**config.mk**
```make
export PLATFORM = sky130hd
export DESIGN_NAME = typedef_array_deser_flat
export DESIGN_NICKNAME = d
export VERILOG_FILES = /design/src/rtl/typedef_array_deser_if.sv /design/src/rtl/typedef_array_deser.sv /design/src/flat_wrapper.sv
export SDC_FILE = /design/constraint.sdc
export NUM_CORES = 1
export LEC_CHECK = 0
export CORE_ASPECT_RATIO = 1.4
export CORE_MARGIN = 4
export CORE_UTILIZATION = 40
export CTS_CLUSTER_DIAMETER = 80
export DETAILED_ROUTE_END_ITERATION = 8
export PLACE_DENSITY = 0.67
export SETUP_SLACK_MARGIN = 0.05
export SLEW_MARGIN = 20
export SYNTH_ARGS = -nofsm -noshare
export SYNTH_HDL_FRONTEND = slang
export SYNTH_SLANG_ARGS = --single-unit
```
**constraint.sdc**
```tcl
create_clock -name clk -period 3.6 [get_ports clk]
set_clock_uncertainty 0.05 [all_clocks]
set_input_delay 0.9 -clock clk [delete_from_list [all_inputs] [get_ports clk]]
set_output_delay 0.9 -clock clk [all_outputs]
set_load 0.05 [all_outputs]
```
**src/rtl/typedef_array_deser_if.sv**
```systemverilog
// Serial-bit input and assembled-word output of the deserialiser, with word counter.
// master = producer/consumer side, slave = the deserialiser.
interface typedef_array_deser_if #(
  parameter int WIDTH = 6
);
  typedef logic logic_alias;

  logic                   sin_valid;
  logic                   sin_ready;
  logic                   sin_bit;
  logic                   par_valid;
  logic                   par_ready;
  logic_alias [WIDTH:1]   par_data;
  logic [7:0]             word_count;

  modport master (
    output sin_valid, sin_bit, par_ready,
    input  sin_ready, par_valid, par_data, word_count
  );

  modport slave (
    input  sin_valid, sin_bit, par_ready,
    output sin_ready, par_valid, par_data, word_count
  );
endinterface

```
**src/rtl/typedef_array_deser.sv**
```systemverilog
// Serial-to-parallel reader: one bit per handshake into a 1-indexed logic_alias [WIDTH:1] word.
// Word valid 1 cycle after last-bit accept; HOLD with par_ready low stalls serial input.
module typedef_array_deser #(
  parameter int WIDTH     = 6,
  parameter bit MSB_FIRST = 1'b1
) (
  input logic                  clk,
  input logic                  reset,
  typedef_array_deser_if.slave bus
);
  typedef logic logic_alias;
  typedef enum logic {COLLECT = 1'b0, HOLD = 1'b1} state_e;

  localparam int CW = (WIDTH > 1) ? $clog2(WIDTH) : 1;
  localparam logic [CW-1:0] CNT_LAST = CW'(WIDTH - 1);

  state_e               state_q, state_d;
  logic_alias [WIDTH:1] sr_q, sr_d;
  logic_alias [WIDTH:1] data_q, data_d;
  logic [CW-1:0]        cnt_q, cnt_d;
  logic [7:0]           wc_q, wc_d;

  logic                 par_vld;
  logic                 sin_rdy;
  logic                 sin_acc;
  logic                 par_hs;
  logic                 last_bit;
  logic_alias [WIDTH:1] sr_shift;

  // State register and datapath registers
  always_ff @(posedge clk) begin
    if (reset) begin
      state_q <= COLLECT;
      sr_q    <= '0;
      data_q  <= '0;
      cnt_q   <= '0;
      wc_q    <= '0;
    end else begin
      state_q <= state_d;
      sr_q    <= sr_d;
      data_q  <= data_d;
      cnt_q   <= cnt_d;
      wc_q    <= wc_d;
    end
  end

  // Output decode: the ready path is combinational so a consumer draining the
  // held word can let the next serial bit in during the same cycle.
  always_comb begin
    par_vld = (state_q == HOLD);
    sin_rdy = !par_vld || bus.par_ready;
  end

  always_comb begin
    sin_acc  = bus.sin_valid && sin_rdy;
    par_hs   = par_vld && bus.par_ready;
    last_bit = sin_acc && (cnt_q == CNT_LAST);
    if (MSB_FIRST) begin
      sr_shift = {sr_q[WIDTH-1:1], bus.sin_bit};
    end else begin
      sr_shift = {bus.sin_bit, sr_q[WIDTH:2]};
    end
  end

  // Next-state logic
  always_comb begin
    state_d = state_q;
    case (state_q)
      COLLECT: if (last_bit) state_d = HOLD;
      HOLD:    if (par_hs && !last_bit) state_d = COLLECT;
      default: state_d = COLLECT;
    endcase
  end

  always_comb begin
    sr_d   = sr_q;
    cnt_d  = cnt_q;
    data_d = data_q;
    wc_d   = wc_q;
    if (sin_acc) begin
      sr_d  = sr_shift;
      cnt_d = last_bit ? '0 : cnt_q + 1'b1;
    end
    if (last_bit) begin
      data_d = sr_shift;
    end
    if (par_hs) begin
      wc_d = wc_q + 8'd1;
    end
  end

  assign bus.par_valid  = par_vld;
  assign bus.sin_ready  = sin_rdy;
  assign bus.par_data   = data_q;
  assign bus.word_count = wc_q;

  a_cnt_range: assert property (@(posedge clk) disable iff (reset) cnt_q <= CNT_LAST);
  a_hold_stable: assert property (@(posedge clk) disable iff (reset)
    (par_vld && !bus.par_ready) |=> ($stable(data_q) && $stable(wc_q) && $stable(cnt_q)));

endmodule

```
**src/flat_wrapper.sv**
```systemverilog
// flat-port wrapper written by rule: the top's interface ports become plain ports
module typedef_array_deser_flat 
#(
  parameter int WIDTH     = 6,
  parameter bit MSB_FIRST = 1'b1
)
  (clk, reset, bus_sin_valid, bus_sin_bit, bus_par_ready, bus_sin_ready, bus_par_valid, bus_par_data, bus_word_count);
  typedef_array_deser_if #(.WIDTH(WIDTH)) bus_i ();
  input logic clk;
  input logic reset;
  input wire logic [$bits(bus_i.sin_valid)-1:0] bus_sin_valid;
  input wire logic [$bits(bus_i.sin_bit)-1:0] bus_sin_bit;
  input wire logic [$bits(bus_i.par_ready)-1:0] bus_par_ready;
  output wire logic [$bits(bus_i.sin_ready)-1:0] bus_sin_ready;
  output wire logic [$bits(bus_i.par_valid)-1:0] bus_par_valid;
  output wire logic [$bits(bus_i.par_data)-1:0] bus_par_data;
  output wire logic [$bits(bus_i.word_count)-1:0] bus_word_count;
  assign bus_i.sin_valid = bus_sin_valid;
  assign bus_i.sin_bit = bus_sin_bit;
  assign bus_i.par_ready = bus_par_ready;
  assign bus_sin_ready = bus_i.sin_ready;
  assign bus_par_valid = bus_i.par_valid;
  assign bus_par_data = bus_i.par_data;
  assign bus_word_count = bus_i.word_count;
  typedef_array_deser #(.WIDTH(WIDTH), .MSB_FIRST(MSB_FIRST)) u_core (.clk(clk), .reset(reset), .bus(bus_i));
endmodule
```
Word level (Yosys, flattened, before mapping)
Index checks and enable logic that the tools add are counted.
{"block": "word_totals", "output_inout_bits": 16, "wordCells": 20, "ff_bits": 23}
{"block": "classes", "n_reduce_logical": 7, "n_bitwise": 1, "mux": 4, "n_addsub": 2, "eq_ne": 1}
{"cell": "adder 8 x 1 -> 8 bit, second input constant", "count": 1}
{"cell": "logical AND 1 bit", "count": 4}
{"cell": "adder 3 x 1 -> 3 bit, second input constant", "count": 1}
{"cell": "equality test 3 bit, second input constant", "count": 1}
{"cell": "2-to-1 mux 3 bit", "count": 1}
{"cell": "zero test 1 bit", "count": 2}
{"cell": "2-to-1 mux 1 bit", "count": 2}
{"cell": "one-hot mux 1 bit (2 select lines)", "count": 1}
{"cell": "logical OR 1 bit", "count": 1}
{"cell": "NOT 1 bit", "count": 1}

Logic depth before layout (Yosys ltp)
Gate-level depths: netlist of run 1.
{"block": "depth", "word_depth": 8, "ltp_mapped": 6, "ltp_nobuf": 5}

Worst setup path before layout of run 1
OpenSTA, ideal clock, no wires.
{"block": "synth_timing", "path_kind": "input to output", "startpoint": "in bus_par_ready", "endpoint": "out bus_sin_ready", "path_slack_ns": 1.179, "required_ns": 2.650, "stages": 4, "arrival_time_ns": 1.471, "path_cell_list": "nor2b_1 buf_6 inv_1 buf_2"}
{"block": "synth_between", "elab_chain_cells": 1}
{"element": "start: declaration", "line": "flat_wrapper.sv:13", "rtl": "input wire logic [$bits(bus_i.par_ready)-1:0] bus_par_ready;"}
{"element": "logical OR 1 bit", "line": "typedef_array_deser.sv:51", "rtl": "sin_rdy = !par_vld || bus.par_ready;"}
{"element": "end: declaration", "line": "flat_wrapper.sv:14", "rtl": "output wire logic [$bits(bus_i.sin_ready)-1:0] bus_sin_ready;"}
No other way between the ends.

Worst setup path in the final report of run 1
Same ends and word-level chain as after synthesis.

==> key figures, run 1 <==
Clocking
  – Worst-Skew Late Latency: between 300 and 400 ps
  – H-tree lvl count: 1
  – Clk buf depth: 2
  – Clk slew on worst S/H paths: around 130 ps
  – Root Buffer: clkbuf_4
  – Post-CTS Repair Setup Buffers: 0
  – Clock Sinks: 23
  – Resize count post-CTS: 0
  – CTS tree: built
  – CTS Hold Bufs: 0
  – Num CTS Buffers: 3

Cells and area
  – N_diodes: 0
  – Layout cells sized above 1: 0.0522
  – Area grow syn2layout: 23.4%
  – Layout Cells excl Fill: approximately 170
  – Final net count: approximately 140
  – FILL cells: 230

Timing
  – Total negative slack: 0 ps
  – Pins over their slew limit: 0
  – Tcrit/Tclk final: 0.853
  – Worst rel slew slack: 0.435
  – Final Hold Vio Count: 0
  – RSZ-0062 raised after global routing: false
  – Hold WS: around 430 ps
  – Minimum clock period: slightly above 3000 ps
  – Max Clk Rate: about 0.33 GHz
  – Slew @ Worst Pin: between 800 and 900 ps
  – Setup violators final: 0

Route
  – Via density: ~5.5
  – Routed Antenna Nets: 0
  – Drt total wl: roughly 2.1 mm
  – Initial DRT Pass Iterations: 4
  – 1st-iter DRT viols: 24
  – Vias after detailed routing: about 920
  – WL/cell: roughly 13 µm
  – Post-route DRC violation count: 0

Worst setup path
  – WP data required: between 2000 and 3000 ps
  – CP Max Fanout: 13
  – Setup crit end kind: primary output
  – Data arrival time of the critical path: about 2100 ps
  – Crit start category: input pin
  – Critical path class: in2out

Global routing
  – First-pass GRT wire length: 3.68 mm
  – All-Layer GR Usage: 0.138
  – Number of global-route vias before repair: between 800 and 900
  – Initial antenna violation count: 0
  – Largest net degree at the start of global routing: 24
  – Congestion Overflow GR: 0

Die
  – # IOs: 21
  – Core Region: 2390 µm²
  – Die area: 3390 µm²
  – DIE HEIGHT: 67.3 µm
  – Starting Density: 0.421
  – Die width: 50.4 µm
  – Row Count: 21

Yosys
  – Post-Synthesis Cells: 117
  – Synth Cell Area: approximately 1000 µm²
  – Synth top cells by count: 23 x dfxtp_1, 20 x a21oi_1, 10 x o21ai_0, 9 x o31ai_1
  – Yosys Warn Count: 0
  – Synth unique cells: 24
  – Share of the synthesized area in the top cell type: 0.458
  – Syn nets: between 100 and 150
  – FF+latch count, synth: 23
  – Ys async rst share: 0
  – Synth top area cells: dfxtp_1 46%, a21oi_1 10%, o31ai_1 6.7%, nand4_1 5.0%, o21ai_0 5.0%
  – Main flop type after synthesis: dfxtp_1
  – Number of synthesized flops with an enable pin: 0
  – Top-count cell post-synth: dfxtp_1
  – Register area share after synthesis: 0.458
  – Syn avg cell area: between 8 and 9 µm²
  – Synth area leader: dfxtp_1

Placed design
  – DP Wirelength: roughly 1.4 mm
  – Port Buffers: 20
  – GPL Wtd Cong: 0.691
  – Placed cell count: ~160

Power
  – Peak VDD IR: ~0.00022 V
  – P_leak: just under 0.4 nW
  – PD cells: between 300 and 400 nW/µm²

Run status
  – Run status: completed

Min path
  – Worst Hold Class: reg2reg

Job
  – Max Cap Viol: 0
## layer usage
| metal | vias to the layer above | part of all wire | global-route usage |
|---|---|---|---|
| li1 | 464 | - | - |
| met1 | 430 | 0.43 | 0.162 |
| met2 | 25 | 0.49 | 0.237 |
| met3 | 5 | 0.054 | 0.0331 |
| met4 | 0 | 0.019 | 0.0640 |
| met5 | - | 0 | 0 |
## state kept, by name, summed over array words and instances (netlist names)
name / flops
u_core.bus.par_data: 6
u_core.bus.par_valid: 1
u_core.bus.word_count: 8
u_core.cnt_q: 3
u_core.sr_q: 5
## final cells by class
type                    count  area, µm²  share of cell area
multi-input cells          81        487               0.392
well taps                  34       42.5              0.0343
repair buffers             21        205               0.165
clock inverters             1       5.00             0.00403
flip-flops and latches     23        460               0.371
inverters                   5       18.8              0.0151
clock buffers               3       22.5              0.0181
## per-stage QoR
| stage | power [W] | utilization | instance area, µm² | setup WS, ps |
|---|---|---|---|---|
| finish | 0.000400 | 0.519 | 1240 | 528 |
| detailed placement | 0.000287 | 0.508 | 1210 | 544 |
| global placement | 0.000286 | 0.508 | 1210 | 552 |
| floorplan | 0.000278 | - | 1010 | 1180 |
| CTS | 0.000405 | 0.519 | 1240 | 536 |
| global route | 0.000417 | 0.519 | 1240 | 433 |
## cells in the final DEF, fill, tap and decap left out, drive strengths merged, types with 3 or more instances in the layout
cell	n
nand3	8
clkbuf	3
a21oi	20
dfxtp	23
inv	5
nand4	9
or3	4
or4	3
ha	3
o31ai	9
o21ai	10
nor2	4
nand2	4
clkdlybuf4s50	19
## final timing paths
check                          from                endpoint  slack (ps)  depth (start not counted)
max                   bus_par_ready           bus_sin_ready         530                          4
min reg2reg  u_core.bus.par_data[1]  u_core.bus.par_data[1]         430                          2
max reg2reg         u_core.cnt_q[1]         u_core.cnt_q[1]        2060                          5
min          u_core.bus.par_data[1]  u_core.bus.par_data[1]         430                          2
## logic make-up (layout without fill, tap and decap cells)
group / count (synthesis) / count (layout) / share of synthesized area
AO/OA/AOI/OAI: 40 / 40 / 0.224
AND/OR/NAND/NOR: 36 / 36 / 0.205
flip-flops: 23 / 23 / 0.458
buffers and inverters: 13 / 30 / 0.0585
adder cells (fa/ha/maj): 3 / 3 / 0.0373
XOR/XNOR: 2 / 2 / 0.0174
## critical path: stages
cell and delay [ps]:
clkdlybuf4s50_1 570, nor2b_1 90, inv_1 280, buf_4 270
## where the power goes
group	internal (W)	switching [W]	leakage, nW
registers	0.000257	0.00000226	0.186
logic	0.00000825	0.0000133	0.187
clock network	0.0000416	0.0000775	0.0177
No activity file was read; power rests on OpenSTA's default activity.
==> run 2: changes to the inputs <==
MAX_ROUTING_LAYER = met4   (was unset)
==> key figures, run 2 (synthesized netlist as in run 1, its figures left out) <==
Clocking
  – CTS Hold Bufs: 0
  – H-tree lvl count: 1
  – Clk buf depth: 2
  – CTS tree: built
  – Num CTS Buffers: 3
  – Root Buffer: clkbuf_4
  – Post-CTS Repair Setup Buffers: 0
  – Resize count post-CTS: 0
  – Clk slew on worst S/H paths: around 130 ps
  – Worst-Skew Late Latency: about 320 ps
  – Clock Sinks: 23

Placed design
  – Port Buffers: 20
  – Placed cell count: about 160
  – DP Wirelength: approximately 1.4 mm
  – GPL Wtd Cong: around 0.7

Cells and area
  – Layout cells sized above 1: 0.0522
  – Area grow syn2layout: 23.4%
  – Most common cell after layout, fill and taps aside: dfxtp_1
  – Max FFs per register: 8
  – N_diodes: 0
  – Final net count: between 100 and 150
  – Most frequent cells in the layout: 23 x dfxtp_1, 20 x a21oi_1, 19 x clkdlybuf4s50_1
  – Register area: between 400 and 500 µm²
  – Final core occ: 0.519
  – Multi-input logic area: 487 µm²
  – Layout Cells excl Fill: approximately 170
  – FILL cells: 230

Die
  – Die area: between 3000 and 4000 µm²
  – # IOs: 21
  – Core Region: 2390 µm²
  – Starting Density: 0.421
  – Die width: 50.4 µm
  – DIE HEIGHT: ~67 µm
  – Row Count: 21

Route
  – Via density: ~5.5
  – Drt total wl: ~2.1 mm
  – Post-route DRC violation count: 0
  – Initial DRT Pass Iterations: 4
  – 1st-iter DRT viols: 29
  – Vias after detailed routing: between 900 and 1k
  – Routed Antenna Nets: 0
  – WL/cell: 12.5 µm

Timing
  – Pins over their slew limit: 0
  – Setup violators final: 0
  – Slew @ Worst Pin: approximately 840 ps
  – RSZ-0062 raised after global routing: false
  – Total negative slack: 0 ps
  – Tcrit/Tclk final: 0.852
  – Worst rel slew slack: 0.437
  – Hold WS: roughly 430 ps
  – Minimum clock period: roughly 3100 ps
  – Max Clk Rate: ~0.33 GHz
  – Final Hold Vio Count: 0

Global routing
  – Initial antenna violation count: 0
  – Number of global-route vias before repair: ~840
  – Largest net degree at the start of global routing: 24
  – All-Layer GR Usage: 0.142
  – First-pass GRT wire length: ~3.7 mm
  – Congestion Overflow GR: 0

Power
  – PD cells: 323 nW/µm²
  – P_leak: around 0.39 nW
  – Peak VDD IR: 0.000222 V

Worst setup path
  – Data arrival time of the critical path: roughly 2100 ps
  – WP data required: roughly 2700 ps
  – Crit start category: input pin
  – Setup crit end kind: primary output
  – CP Max Fanout: 13
  – Critical path class: in2out

Job
  – Max Cap Viol: 0

Run status
  – Run status: completed

Min path
  – Worst Hold Class: reg2reg
[run 2: layout make-up]
cell class / instances / share of cell area
timing repair buffer: 21 / 0.165
tap: 34 / 0.0343
clock inverter: 1 / 0.00403
multi-input combinational: 81 / 0.392
clock buffer: 3 / 0.0181
inverter: 5 / 0.0151
sequential: 23 / 0.371
[run 2: worst paths after layout]
kind,from,to,slack (ps),cells past startpoint
worst max-delay path,bus_par_ready,bus_sin_ready,530,4
worst min-delay path,u_core.bus.par_data[1],u_core.bus.par_data[1],430,2
worst min register to register,u_core.bus.par_data[1],u_core.bus.par_data[1],430,2
worst max register to register,u_core.cnt_q[1],u_core.cnt_q[1],2060,5
[run 2: worst max-delay path: stages]
cell	delay [ps]
clkdlybuf4s50_1	570
nor2b_1	90
inv_1	280
buf_4	270
[run 2: routing by layer]
metal	vias to the layer above	share of wire	track usage
li1	466	-	-
met1	426	0.44	0.163
met2	20	0.49	0.237
met3	5	0.048	0.0309
met4	0	0.019	0.0640
met5	-	0	-
[run 2: power by group]
| group | total [W] | switching (W) | internal, W | leakage (nW) |
|---|---|---|---|---|
| sequential | 0.000260 | 0.00000226 | 0.000257 | 0.186 |
| clock | 0.000119 | 0.0000776 | 0.0000416 | 0.0177 |
| combinational | 0.0000215 | 0.0000132 | 0.00000825 | 0.187 |
| total | 0.000400 | 0.0000931 | 0.000307 | 0.390 |
[run 2: stage by stage]
step	setup WS, ps	instance area, µm²	total power [W]
detailed placement	544	1210	0.000287
CTS	536	1240	0.000405
global placement	552	1210	0.000286
finish	533	1240	0.000400
floorplan	1180	1010	0.000278
global route	433	1240	0.000417
==> run 3: changes to the inputs <==
CORE_UTILIZATION = 50   (was 40)
CTS_BUF_LIST = sky130_fd_sc_hd__clkbuf_4   (was unset)
PLACE_DENSITY = 0.8   (was 0.67)
==> key figures, run 3 (synthesized netlist as in run 1, its figures left out) <==
Run status
  – Run status: completed

Global routing
  – Initial antenna violation count: 0
  – Most used routing layer: met2
  – Largest net degree at the start of global routing: 24
  – Number of global-route vias before repair: about 840
  – GRT met3 Usage: 0.0175
  – Congestion Overflow GR: 0
  – First-pass GRT wire length: around 3.5 mm
  – All-Layer GR Usage: 0.168
  – Met1 global-route usage: 0.173
  – Met2 usage: 0.311

Die
  – # IOs: 21
  – Die width: about 46 µm
  – DIE HEIGHT: between 60 and 70 µm
  – Core Region: approximately 1800 µm²
  – Row Count: 18
  – Die area: 2800 µm²
  – Starting Density: 0.545

Route
  – Via density: about 6.1
  – Drt total wl: 2.14 mm
  – WL/cell: 13.9 µm
  – 1st-iter DRT viols: 26
  – Post-route DRC violation count: 0
  – Initial DRT Pass Iterations: 4
  – Routed Antenna Nets: 0
  – Vias after detailed routing: between 900 and 1k

Placed design
  – GPL Wtd Cong: 0.756
  – Placed cell areas: 1200 µm²
  – Port Buffers: 20
  – DP Wirelength: ~1.5 mm
  – Placement Setup Slack: 528 ps

Timing
  – Total negative slack: 0 ps
  – RSZ-0062 raised after global routing: false
  – Slew @ Worst Pin: approximately 840 ps
  – Final setup margin: slightly above 500 ps
  – Final Hold Vio Count: 0
  – Tcrit/Tclk final: 0.859
  – Minimum clock period: approximately 3000 ps
  – Setup violators final: 0
  – Max Clk Rate: 0.324 GHz
  – Pins over their slew limit: 0
  – Worst rel slew slack: 0.438

Worst setup path
  – R2R depth: 5
  – CP Max Fanout: 13
  – Crit start category: input pin
  – Crit. Startpoint: bus_par_ready
  – Setup crit end kind: primary output
  – Crit path to: bus_sin_ready
  – WP data required: 2650 ps
  – Data arrival time of the critical path: 2140 ps
  – Critical path class: in2out
  – R2R Path End: u_core.cnt_q[1]
  – R2R Setup Slk: between 2000 and 2500 ps
  – Reg-to-reg startpoint: u_core.cnt_q[1]

Clocking
  – Clk slew on worst S/H paths: 130 ps
  – Resize count post-CTS: 0
  – Root Buffer: clkbuf_4
  – CTS Hold Bufs: 0
  – Num CTS Buffers: 3
  – H-tree lvl count: 1
  – CTS tree: built
  – Post-CTS Repair Setup Buffers: 0
  – Clk buf depth: 2
  – Clock Sinks: 23
  – Worst-Skew Late Latency: roughly 320 ps

Power
  – P_leak: about 0.39 nW
  – PD cells: between 300 and 400 nW/µm²
  – Peak VDD IR: ~0.00025 V

Cells and area
  – Final net count: around 140
  – N_diodes: 0
  – Final Instance Area: between 1000 and 1500 µm²
  – Max FFs per register: 8
  – Layout cells sized above 1: 0.0522
  – Final core occ: 0.663
  – Most frequent cells in the layout: 23 x dfxtp_1, 20 x a21oi_1, 19 x clkdlybuf4s50_1
  – Area grow syn2layout: 21.6%
  – Most common cell after layout, fill and taps aside: dfxtp_1

Min path
  – Worst Min Path Start: u_core.bus.par_data[3]
  – Worst Hold Class: reg2reg

Job
  – Max Cap Viol: 0
## run 3: cell counts in the layout (fill, tap and decap cells not counted)
Identical to the previous run, type by type.
## run 3: worst min path at each step
stage	endpoint	cells past startpoint
after floorplan	u_core.bus.par_data[6]	2
final	u_core.bus.par_data[3]	2
after global placement	u_core.bus.word_count[7]	2
after CTS	u_core.bus.par_data[3]	2
after global routing	u_core.bus.par_data[2]	2
after detailed placement	u_core.bus.par_data[3]	2
## run 3: power breakdown
part           internal [W]  total [W]  switching [W]
Clock             0.0000416   0.000121      0.0000797
Combinational    0.00000826  0.0000219      0.0000136
Sequential         0.000258   0.000260     0.00000234
Total              0.000307   0.000403      0.0000956
## run 3: area by class of cell
type / count / area (µm²)
fill: 161 / 623
multi-input combinational: 81 / 487
sequential: 23 / 460
timing repair buffer: 21 / 205
tap: 20 / 25.0
clock buffer: 3 / 22.5
inverter: 5 / 18.8
clock inverter: 1 / 5.00
## run 3: worst max-delay path, stage by stage
cell             delay (ps)
clkdlybuf4s50_1         590
nor2b_1                  90
inv_1                   280
buf_4                   270
## run 3: per-layer routing
metal	vias to the layer above	wire length [µm]
li1	468	-
met1	443	900
met2	25	1110
met3	5	89
met4	0	44
met5	-	0
## run 3: metrics by stage
step,power [W],hold WS [ps],cells
finish,0.000403,434,154
global route,0.000419,454,154
CTS,0.000405,437,154
detailed placement,0.000287,419,150
global placement,0.000286,407,150
floorplan,0.000278,393,117
